`src/rtl/i2s_frame_ctrl.sv`:
```
// I2S bus master framing: bit clock / word select generation with a graceful stop,
// plus a single-entry frame holding register with overrun counting.
module i2s_frame_ctrl #(
    parameter int unsigned WIDTH    = 16,
    parameter int unsigned HALF_DIV = 4,
    parameter int unsigned OVR_W    = 8
) (
    input  logic                     sclk_i,
    input  logic                     rst_i,
    input  logic                     en_i,
    output logic                     bclk_o,
    output logic                     ws_o,
    output logic                     bclkRise_o,
    output logic [$clog2(WIDTH)-1:0] bitIdx_o,
    output logic                     running_o,
    input  logic                     frameStrobe_i,
    input  logic [WIDTH-1:0]         left_i,
    input  logic [WIDTH-1:0]         right_i,
    output logic                     sampleValid_o,
    input  logic                     sampleReady_i,
    output logic [WIDTH-1:0]         leftSample_o,
    output logic [WIDTH-1:0]         rightSample_o,
    output logic [OVR_W-1:0]         overrun_o,
    input  logic                     clrOvr_i
);
    localparam int unsigned IDX_W = $clog2(WIDTH);
    localparam int unsigned DIV_W = (HALF_DIV > 1) ? $clog2(HALF_DIV) : 1;
    localparam logic [IDX_W-1:0] IDX_MAX = IDX_W'(WIDTH - 1);
    localparam logic [DIV_W-1:0] DIV_MAX = DIV_W'(HALF_DIV - 1);
    localparam logic [OVR_W-1:0] OVR_MAX = '1;

    localparam logic [1:0] ST_IDLE = 2'd0;
    localparam logic [1:0] ST_RUN  = 2'd1;
    localparam logic [1:0] ST_STOP = 2'd2;

    logic [1:0]       state_q, state_d;
    logic [DIV_W-1:0] div_q, div_d;
    logic [IDX_W-1:0] idx_q, idx_d;
    logic             bclk_q, bclk_d;
    logic             ws_q, ws_d;
    logic             rise_q, rise_d;
    logic             div_wrap, frame_end;

    logic             valid_q, valid_d;
    logic [WIDTH-1:0] left_q, left_d;
    logic [WIDTH-1:0] right_q, right_d;
    logic [OVR_W-1:0] ovr_q, ovr_d;
    logic             take, drop;

    assign div_wrap  = (div_q == DIV_MAX);
    // Falling bclk edge that closes the right slot: the only legal place to stop.
    assign frame_end = div_wrap && bclk_q && (idx_q == IDX_MAX) && ws_q;

    always_comb begin
        state_d = state_q;
        div_d   = div_q;
        bclk_d  = bclk_q;
        ws_d    = ws_q;
        idx_d   = idx_q;
        case (state_q)
            ST_RUN, ST_STOP: begin
                if (div_wrap) begin
                    div_d  = '0;
                    bclk_d = ~bclk_q;
                    if (bclk_q) begin
                        if (idx_q == IDX_MAX) begin
                            idx_d = '0;
                            ws_d  = ~ws_q;
                        end else begin
                            idx_d = idx_q + IDX_W'(1);
                        end
                    end
                end else begin
                    div_d = div_q + DIV_W'(1);
                end
                if (state_q == ST_RUN) begin
                    if (!en_i) state_d = ST_STOP;
                end else if (en_i) begin
                    state_d = ST_RUN;
                end else if (frame_end) begin
                    state_d = ST_IDLE;
                end
            end
            default: begin
                div_d   = '0;
                bclk_d  = 1'b0;
                ws_d    = 1'b0;
                idx_d   = '0;
                state_d = en_i ? ST_RUN : ST_IDLE;
            end
        endcase
        rise_d = ~bclk_q & bclk_d;
    end

    always_comb begin
        take    = frameStrobe_i && (!valid_q || sampleReady_i);
        drop    = frameStrobe_i && valid_q && !sampleReady_i;
        valid_d = take ? 1'b1 : (sampleReady_i ? 1'b0 : valid_q);
        left_d  = take ? left_i : left_q;
        right_d = take ? right_i : right_q;
        ovr_d   = ovr_q;
        if (clrOvr_i) begin
            ovr_d = '0;
        end else if (drop && (ovr_q != OVR_MAX)) begin
            ovr_d = ovr_q + OVR_W'(1);
        end
    end

    always_ff @(posedge sclk_i) begin
        if (!rst_i) begin
            state_q <= ST_IDLE;
            div_q   <= '0;
            idx_q   <= '0;
            bclk_q  <= 1'b0;
            ws_q    <= 1'b0;
            rise_q  <= 1'b0;
            valid_q <= 1'b0;
            left_q  <= '0;
            right_q <= '0;
            ovr_q   <= '0;
        end else begin
            state_q <= state_d;
            div_q   <= div_d;
            idx_q   <= idx_d;
            bclk_q  <= bclk_d;
            ws_q    <= ws_d;
            rise_q  <= rise_d;
            valid_q <= valid_d;
            left_q  <= left_d;
            right_q <= right_d;
            ovr_q   <= ovr_d;
        end
    end

    assign bclk_o        = bclk_q;
    assign ws_o          = ws_q;
    assign bclkRise_o    = rise_q;
    assign bitIdx_o      = idx_q;
    assign running_o     = (state_q == ST_RUN) || (state_q == ST_STOP);
    assign sampleValid_o = valid_q;
    assign leftSample_o  = left_q;
    assign rightSample_o = right_q;
    assign overrun_o     = ovr_q;

endmodule

```
`config.mk`:
```
export PLATFORM = sky130hd
export DESIGN_NAME = i2s_frame_ctrl
export DESIGN_NICKNAME = d
export VERILOG_FILES = /design/src/rtl/i2s_frame_ctrl.sv
export SDC_FILE = /design/constraint.sdc
export NUM_CORES = 1
export LEC_CHECK = 0
export CAP_MARGIN = 10
export CORE_MARGIN = 4
export CORE_UTILIZATION = 48
export CTS_BUF_LIST = sky130_fd_sc_hd__clkbuf_8
export CTS_CLUSTER_SIZE = 10
export DETAILED_ROUTE_END_ITERATION = 16
export DONT_BUFFER_PORTS = 1
export PLACE_DENSITY_LB_ADDON = 0.2
export SKIP_CTS_REPAIR_TIMING = 1
export SYNTH_ARGS = -nofsm -noshare
export SYNTH_HDL_FRONTEND = slang
export SYNTH_SLANG_ARGS = --single-unit
```
`constraint.sdc`:
```
create_clock -name sclk_i -period 1.4 [get_ports sclk_i]
set_input_delay 0.28 -clock sclk_i [delete_from_list [all_inputs] [get_ports sclk_i]]
set_output_delay 0.28 -clock sclk_i [all_outputs]
set_load 0.02 [all_outputs]
```
Word level (Yosys, flattened, before mapping) --
Index checks and enable logic that the tools add are counted.
Word-level totals: bits of input ports 38, output and inout port bits 49, register bits 52
Operators by class: mux-type cells 11, reduce and logical (&&, ||, !) cells 19, equality and inequality tests 7, add/subtract/negate cells 3, bitwise gates (word level) 5
Operators by type and width (number):
- 2-bit 2-to-1 mux | 5
- 8-bit by 1-bit adder with 8-bit output (second input constant) | 1
- 8-bit != test (second input constant) | 1
- 1-bit logical AND | 7
- 2-bit AND reduction | 3
- 1-bit 2-to-1 mux | 5
- 4-bit by 1-bit adder with 4-bit output (second input constant) | 1
- 2-bit equality test (second input constant) | 2
- 4-bit equality test (second input constant) | 1
- 4-bit 2-to-1 mux | 1
- 4-bit != test (second input constant) | 1
- 1-bit NOT | 4
- 2-bit OR reduction | 2
- 3-bit != test (second input constant) | 1
- 3-bit AND reduction | 1
- 3-bit OR reduction | 1
- 2-bit by 1-bit adder with 2-bit output (second input constant) | 1
- 2-bit by 1-bit equality test with 1-bit output (second input constant) | 1
- 1-bit logical NOT | 2
- 1-bit logical OR | 2
- 2-bit nonzero test | 1
- 1-bit AND | 1

Logic depth before layout (Yosys ltp) --
Gate-level depths: netlist of the first run.
word-level depth 8, gate-level depth with buffers 5, mapped depth without buffers 5

Least setup slack after synthesis of the first run --
No wires, ideal clock.
path type register -> register, from register idx_q[0], in the netlist bitIdx_o[0], to register state_q[1], period minus slack after synthesis 1.409 ns, path buffers 0, data required time 1.328 ns, setup slack -0.009 ns, stages on the path, launching flop included 5, arrival time 1.338 ns, cell sequence dfxtp_1 ha_1 nand4_2 o311ai_2 mux2i_1
Between the ends: word-level cells in the longest chain between the ends 5
Ends and longest elaborated chain:
- start: declaration | line 38 | logic [IDX_W-1:0] idx_q, idx_d;
- start signal: assignment | line 124 | idx_q <= idx_d;
- 4-bit equality test | line 52 | assign frame_end = div_wrap && bclk_q && (idx_q == IDX_MAX) && ws_q;
- 1-bit logical AND (2 in a row) | line 52
- 4-bit != test (no source line)
- 2-bit AND reduction (no source line)
- end signal: assignment | line 122 | state_q <= state_d;
- end: declaration | line 36 | logic [1:0] state_q, state_d;
Every way passes these cells. A chain may end at the register's enable or synchronous reset.

Worst setup path in the final report of the first run --
from register state_q[0], to output running_o
Between the ends: word-level cells in the longest chain between the ends 2, elaborated cells between the ends (all ways) 3, those cells by class eq/ne: 2; reduce/logical: 1
Ends and longest elaborated chain:
- 2-bit by 1-bit equality test with 1-bit output or 2-bit equality test (tied branches) | line 139 | assign running_o = (state_q == ST_RUN) || (state_q == ST_STOP);
- 1-bit logical OR (*) | line 139
- end: declaration | line 15 | output logic running_o,
Every way passes the cells marked *; elsewhere a longest branch is shown, timed or not.

==> results of run 1 <==
## per-layer routing
metal	up-vias	wire length, um	track usage [%]
li1	943	-	-
met1	882	2280	21.2
met2	61	2540	27.8
met3	5	474	7.49
met4	0	47	4.80
met5	-	0	0
## sequential cells by signal, summed over array words and instances, names as in the netlist
name	flops
sampleValid_o	1
overrun_o	8
rightSample_o	16
bclkRise_o	1
bitIdx_o	4
div_q	2
bclk_o	1
leftSample_o	16
ws_o	1
state_q	2
## worst max-delay path, stage by stage, from the launching register on
cell	delay (ns)
dfxtp_2	0.34
inv_2	0.04
ha_4	0.25
inv_2	0.03
buf_6	0.12
## power by group
group	internal, uW	total [uW]	switching (uW)
clock network	395	863	468
registers	1540	1650	111
logic	99.2	235	136
total	2040	2750	715
## metrics by stage
step                setup WS (ns)  hold WS [ns]  std cells  instance area [um2]
detailed placement       -0.00639         0.426        314                 2450
global placement           0.0824         0.412        314                 2450
finish                     0.0464         0.121        321                 2610
CTS                       -0.0613         0.107        321                 2540
global route              -0.0274        0.0984        321                 2610
floorplan                 0.00696         0.404        256                 2310
## worst max path at each step
stage / depth (start not counted) / end / startpoint / slack [ns]
after floorplan: 5 / state_q[1] / div_q[0] / 0.007
after global placement: 5 / state_q[1] / div_q[0] / 0.08
after detailed placement: 5 / state_q[1] / div_q[0] / -0.006
after CTS: 4 / running_o / state_q[0] / -0.06
after global routing: 4 / running_o / state_q[0] / -0.03
final: 4 / running_o / state_q[0] / 0.05
## cells in the mapped netlist (2+ instances only)
master,n
a211oi_2,2
a21oi_1,38
a31oi_1,3
a41oi_1,2
buf_1,3
buf_2,2
buf_4,3
buf_6,4
clkbuf_1,4
dfxtp_1,52
ha_1,7
inv_1,5
mux2i_1,5
nand2_1,15
nand2b_1,6
nand3_1,35
nor2_1,4
nor3_1,3
o21ai_0,16
o21ai_1,18
## layout make-up
type                    count  area [um2]
well taps                  52        65.1
multi-input cells         180        1190
inverters                   7        26.3
clock inverters             1        8.76
clock buffers               6        82.6
fillers                   429        1900
repair buffers             23         189
flip-flops and latches     52        1050
## logic make-up after synthesis
logic type | Yosys count | share of synthesized area, %
adders and majority gates | 7 | 3.80
muxes | 5 | 2.17
DFF | 52 | 45.1
and+or+nand+nor | 82 | 21.1
buffers and inverters | 24 | 5.86
AOI/OAI and AO/OA | 84 | 21.2
xor gates and xnor gates | 2 | 0.760
==> impl_metrics.ini, run 1 <==
[status]
status = finished, final reports clean

[critical_path]
r2r-end = state_q[1]
reg2reg_setup_slack_ns = 0.07
reg2reg_depth = 5
endpoint_kind = output pin
crit_type = reg -> out
worstPathMaxFanout = 2
worstPathRequired_ns = 1.12
startpoint_type = flop
arrival_ns = 1.07
timing.rr.start = div_q[0]

[place]
hpwlAfterDp_um = 3680
gp_congestion = 0.823
port_buffers = 0

[power]
power_leakage_uw = 0.000969
power_density_nw_per_um2 = 1060
power_uw = 2750
peakVddDrop_v = 0.000707

[route]
wire_per_inst_um = 16.6
ant_nets = 0
drc = 0
dr.pass1.iters = 4
vias_per_cell = 5.89
vias = 1891
wl_um = 5340
detail_route.iter0.violations = 91

[die]
die_w_um = 77.3
core_area_um2 = 4500
die_area_um2 = 5980
die_h_um = 77.3
rows = 24
ios = 87
initial_core_util_pct = 51.2

[logic_synthesis]
async_flop_share_pct = 0
synth_top_area_share_pct = 45.1
synth_cells = 256
netlist_top_cells_area = dfxtp_1, a21oi_1, nand3_1, o21ai_1, ha_1
synth-seq-cells = 52
syn_nets = 301
synth.distinct_cells = 49
synth-main-ff-cell = dfxtp_1
synth-edff-count = 0
ys_seq_area_share_pct = 45.1
yosys_warnings = 0
synth_area_um2 = 2310
yosysTopAreaCell = dfxtp_1
avgSynthCellArea_um2 = 9.01

[sta]
setup_tns_ns = 0
fin_skew_ns = 0.00486
rsz0062_at_grt = yes
slew_headroom_pct = 65.9
slew_viol_final = 0
finalSetupViolations = 0
worstMarginPinSlew_ns = 0.511
fmax_mhz = 739
fin_crit_ns = 1.35
fin_crit_sh_pct = 96.7
hold_violations = 0

[layout]
fin_nets = 314
final_cell_mix = dfxtp_1, a21oi_1, nand3_1, buf_4, o21ai_1
final_util_pct = 57.9
diodes = 0
final_common_cell = dfxtp_1
synthToLayoutAreaGrowth_pct = 13.1
drive_above_1_share_pct = 20.4

[clock_network]
cts-root-buf = clkbuf_8
clockBufferDepth = 2
cts_buffers = 5
h-tree-depth = 2
clock-sinks = 52
clk_latency_ns = 0.29
clk_pin_slew_worst_paths_ns = 0.09
cts_tree = yes

[grt]
antenna_found_initial = 0
grt_max_degree = 38
grt_overflow = 0
grt_pass1_vias = 1727
grt_pass1_wl_um = 8490
grtUsageTotal_pct = 17.3

[hold_path]
hold_class = in -> reg
whs_path_depth = 2
min_to = rightSample_o[13]
worstHoldStart = right_i[13]

[run]
drv_cap = 0
No activity file was read; power rests on OpenSTA's default activity.
==> run 2: changes to the inputs <==
Settings changed: CORE_ASPECT_RATIO set to 0.6, CORE_MARGIN 4 to not set.
==> run 2 against run 1 <==
Effect of this change:
- global-route usage is 3.9 points higher
- clock power is 26% higher
- die area is 15% lower
- clock skew is 0.00091 ns higher
- combinational power is 4% higher
- final cell count is 5.0% higher
- setup slack worse by 0.013 ns
- sequential cell count stayed put
- sequential power hardly changed
==> impl_metrics.ini, run 2 (synthesis results as in run 1) <==
[route]
top_layer = met4
wire_per_inst_um = 15.5
wl_um = 5220
wl_met1_um = 2570
drc = 0
ant_nets = 0
vias = 1900
dr_wl_met3_um = 431
wl_met2_um = 2180
detail_route.iter0.violations = 51
dr.pass1.iters = 4
vias_per_cell = 5.64

[grt]
grt_pass1_wl_um = 8600
grt_pass1_vias = 1810
grtUsageTotal_pct = 21.2
grt_overflow = 0
grt_max_degree = 38
antenna_found_initial = 0

[run]
drv_cap = 0

[clock_network]
clock-sinks = 52
cts_tree = yes
cts-root-buf = clkbuf_8
h-tree-depth = 2
clockBufferDepth = 2
clk_latency_ns = 0.30
clk_pin_slew_worst_paths_ns = 0.10
cts_buffers = 5

[place]
post-place-ws_ns = -0.0341
hpwlAfterDp_um = 3640
gp_congestion = 0.752
placed_cell_area_um2 = 2510
port_buffers = 0

[layout]
final_cell_mix = dfxtp_1, a21oi_1, nand3_1, buf_4, o21ai_1
drive_above_1_share_pct = 23.4
stdcell_area_um2 = 2670
num-fill-cells = 402
final_common_cell = dfxtp_1
fin_nets = 318
final_util_pct = 58.3
diodes = 0
synthToLayoutAreaGrowth_pct = 16.0

[critical_path]
crit_top_cell = inv_2
reg2reg_setup_slack_ns = 0.06
startpoint_type = flop
worstPathMaxFanout = 2
endpoint_kind = output pin
slowest_delay_ns = 0.34
timing.rr.start = div_q[0]
critical_path_buf_inv_count = 3
reg2reg_depth = 5
crit_chain = inv_2, ha_4, inv_2, buf_6
cp_top_family = flip-flops
crit_type = reg -> out
worstPathRequired_ns = 1.12
critPathLaunch = state_q[0]
arrival_ns = 1.09
cp.depth = 4
cp_slowest_cell = dfxtp_2

[hold_path]
whs_path_depth = 2
worstHoldStart = left_i[6]
hold_class = in -> reg

[power]
power_density_nw_per_um2 = 1120
power_uw = 2980
pwr-share-comb_pct = 8.2
p_int_uw = 2240
peakVddDrop_v = 0.000586
p_sw_uw = 748
seq_power_share_pct = 55.4
power_leakage_uw = 0.000987
p_sw_share_pct = 25.1
power.share.clock_pct = 36.4

[sta]
rsz0062_at_grt = yes
fin_skew_ns = 0.00577
worstMarginPinSlew_ns = 0.324
slew_viol_final = 0
slew_headroom_pct = 78.1
finalSetupViolations = 0
fmax_mhz = 732
worst_slack_ns = 0.0337
fin_crit_ns = 1.37
hold_violations = 0
hold_slack_ns = 0.110
fin_crit_sh_pct = 97.6

[die]
initial_core_util_pct = 50.3
die_area_um2 = 5090
core_area_um2 = 4590
ios = 87
die_w_um = 91.5
die_h_um = 55.7
rows = 19

[status]
status = finished, final reports clean
run 2: path summary, 6_finish.rpt:
kind                          end
setup / recovery        running_o
hold reg to reg          div_q[0]
hold / removal    leftSample_o[6]
setup reg to reg       state_q[1]
run 2: cell type report:
class / instances / area [um2] / share of cell area [%]
well taps: 63 / 78.8 / 2.95
clock inverters: 2 / 38.8 / 1.45
clock buffers: 6 / 82.6 / 3.09
multi-input cells: 180 / 1170 / 43.7
repair buffers: 27 / 231 / 8.66
flip-flops and latches: 52 / 1050 / 39.2
inverters: 7 / 26.3 / 0.983
run 2: power by group through the flow:
| stage | Combinational, uW | Sequential, uW | Clock [uW] |
|---|---|---|---|
| 6_report | 244 | 1650 | 1090 |
| 3_3_place_gp | 232 | 1680 | 0 |
| 3_5_place_dp | 234 | 1680 | 0 |
| 4_1_cts | 234 | 1650 | 1130 |
| 5_1_grt | 271 | 1660 | 1180 |
| 2_1_floorplan | 192 | 1680 | 0 |
run 2: layer usage:
metal,up-vias,track usage [%]
met5,-,0
li1,951,-
met4,0,5.44
met2,53,30.4
met3,4,7.92
met1,892,29.9
run 2: per-stage QoR:
stage	TNS, ns	cells
after floorplan	0	256
after global placement	0	329
after detailed placement	-0.0341	329
after CTS	-0.158	337
after global routing	-0.0419	337
final	0	337
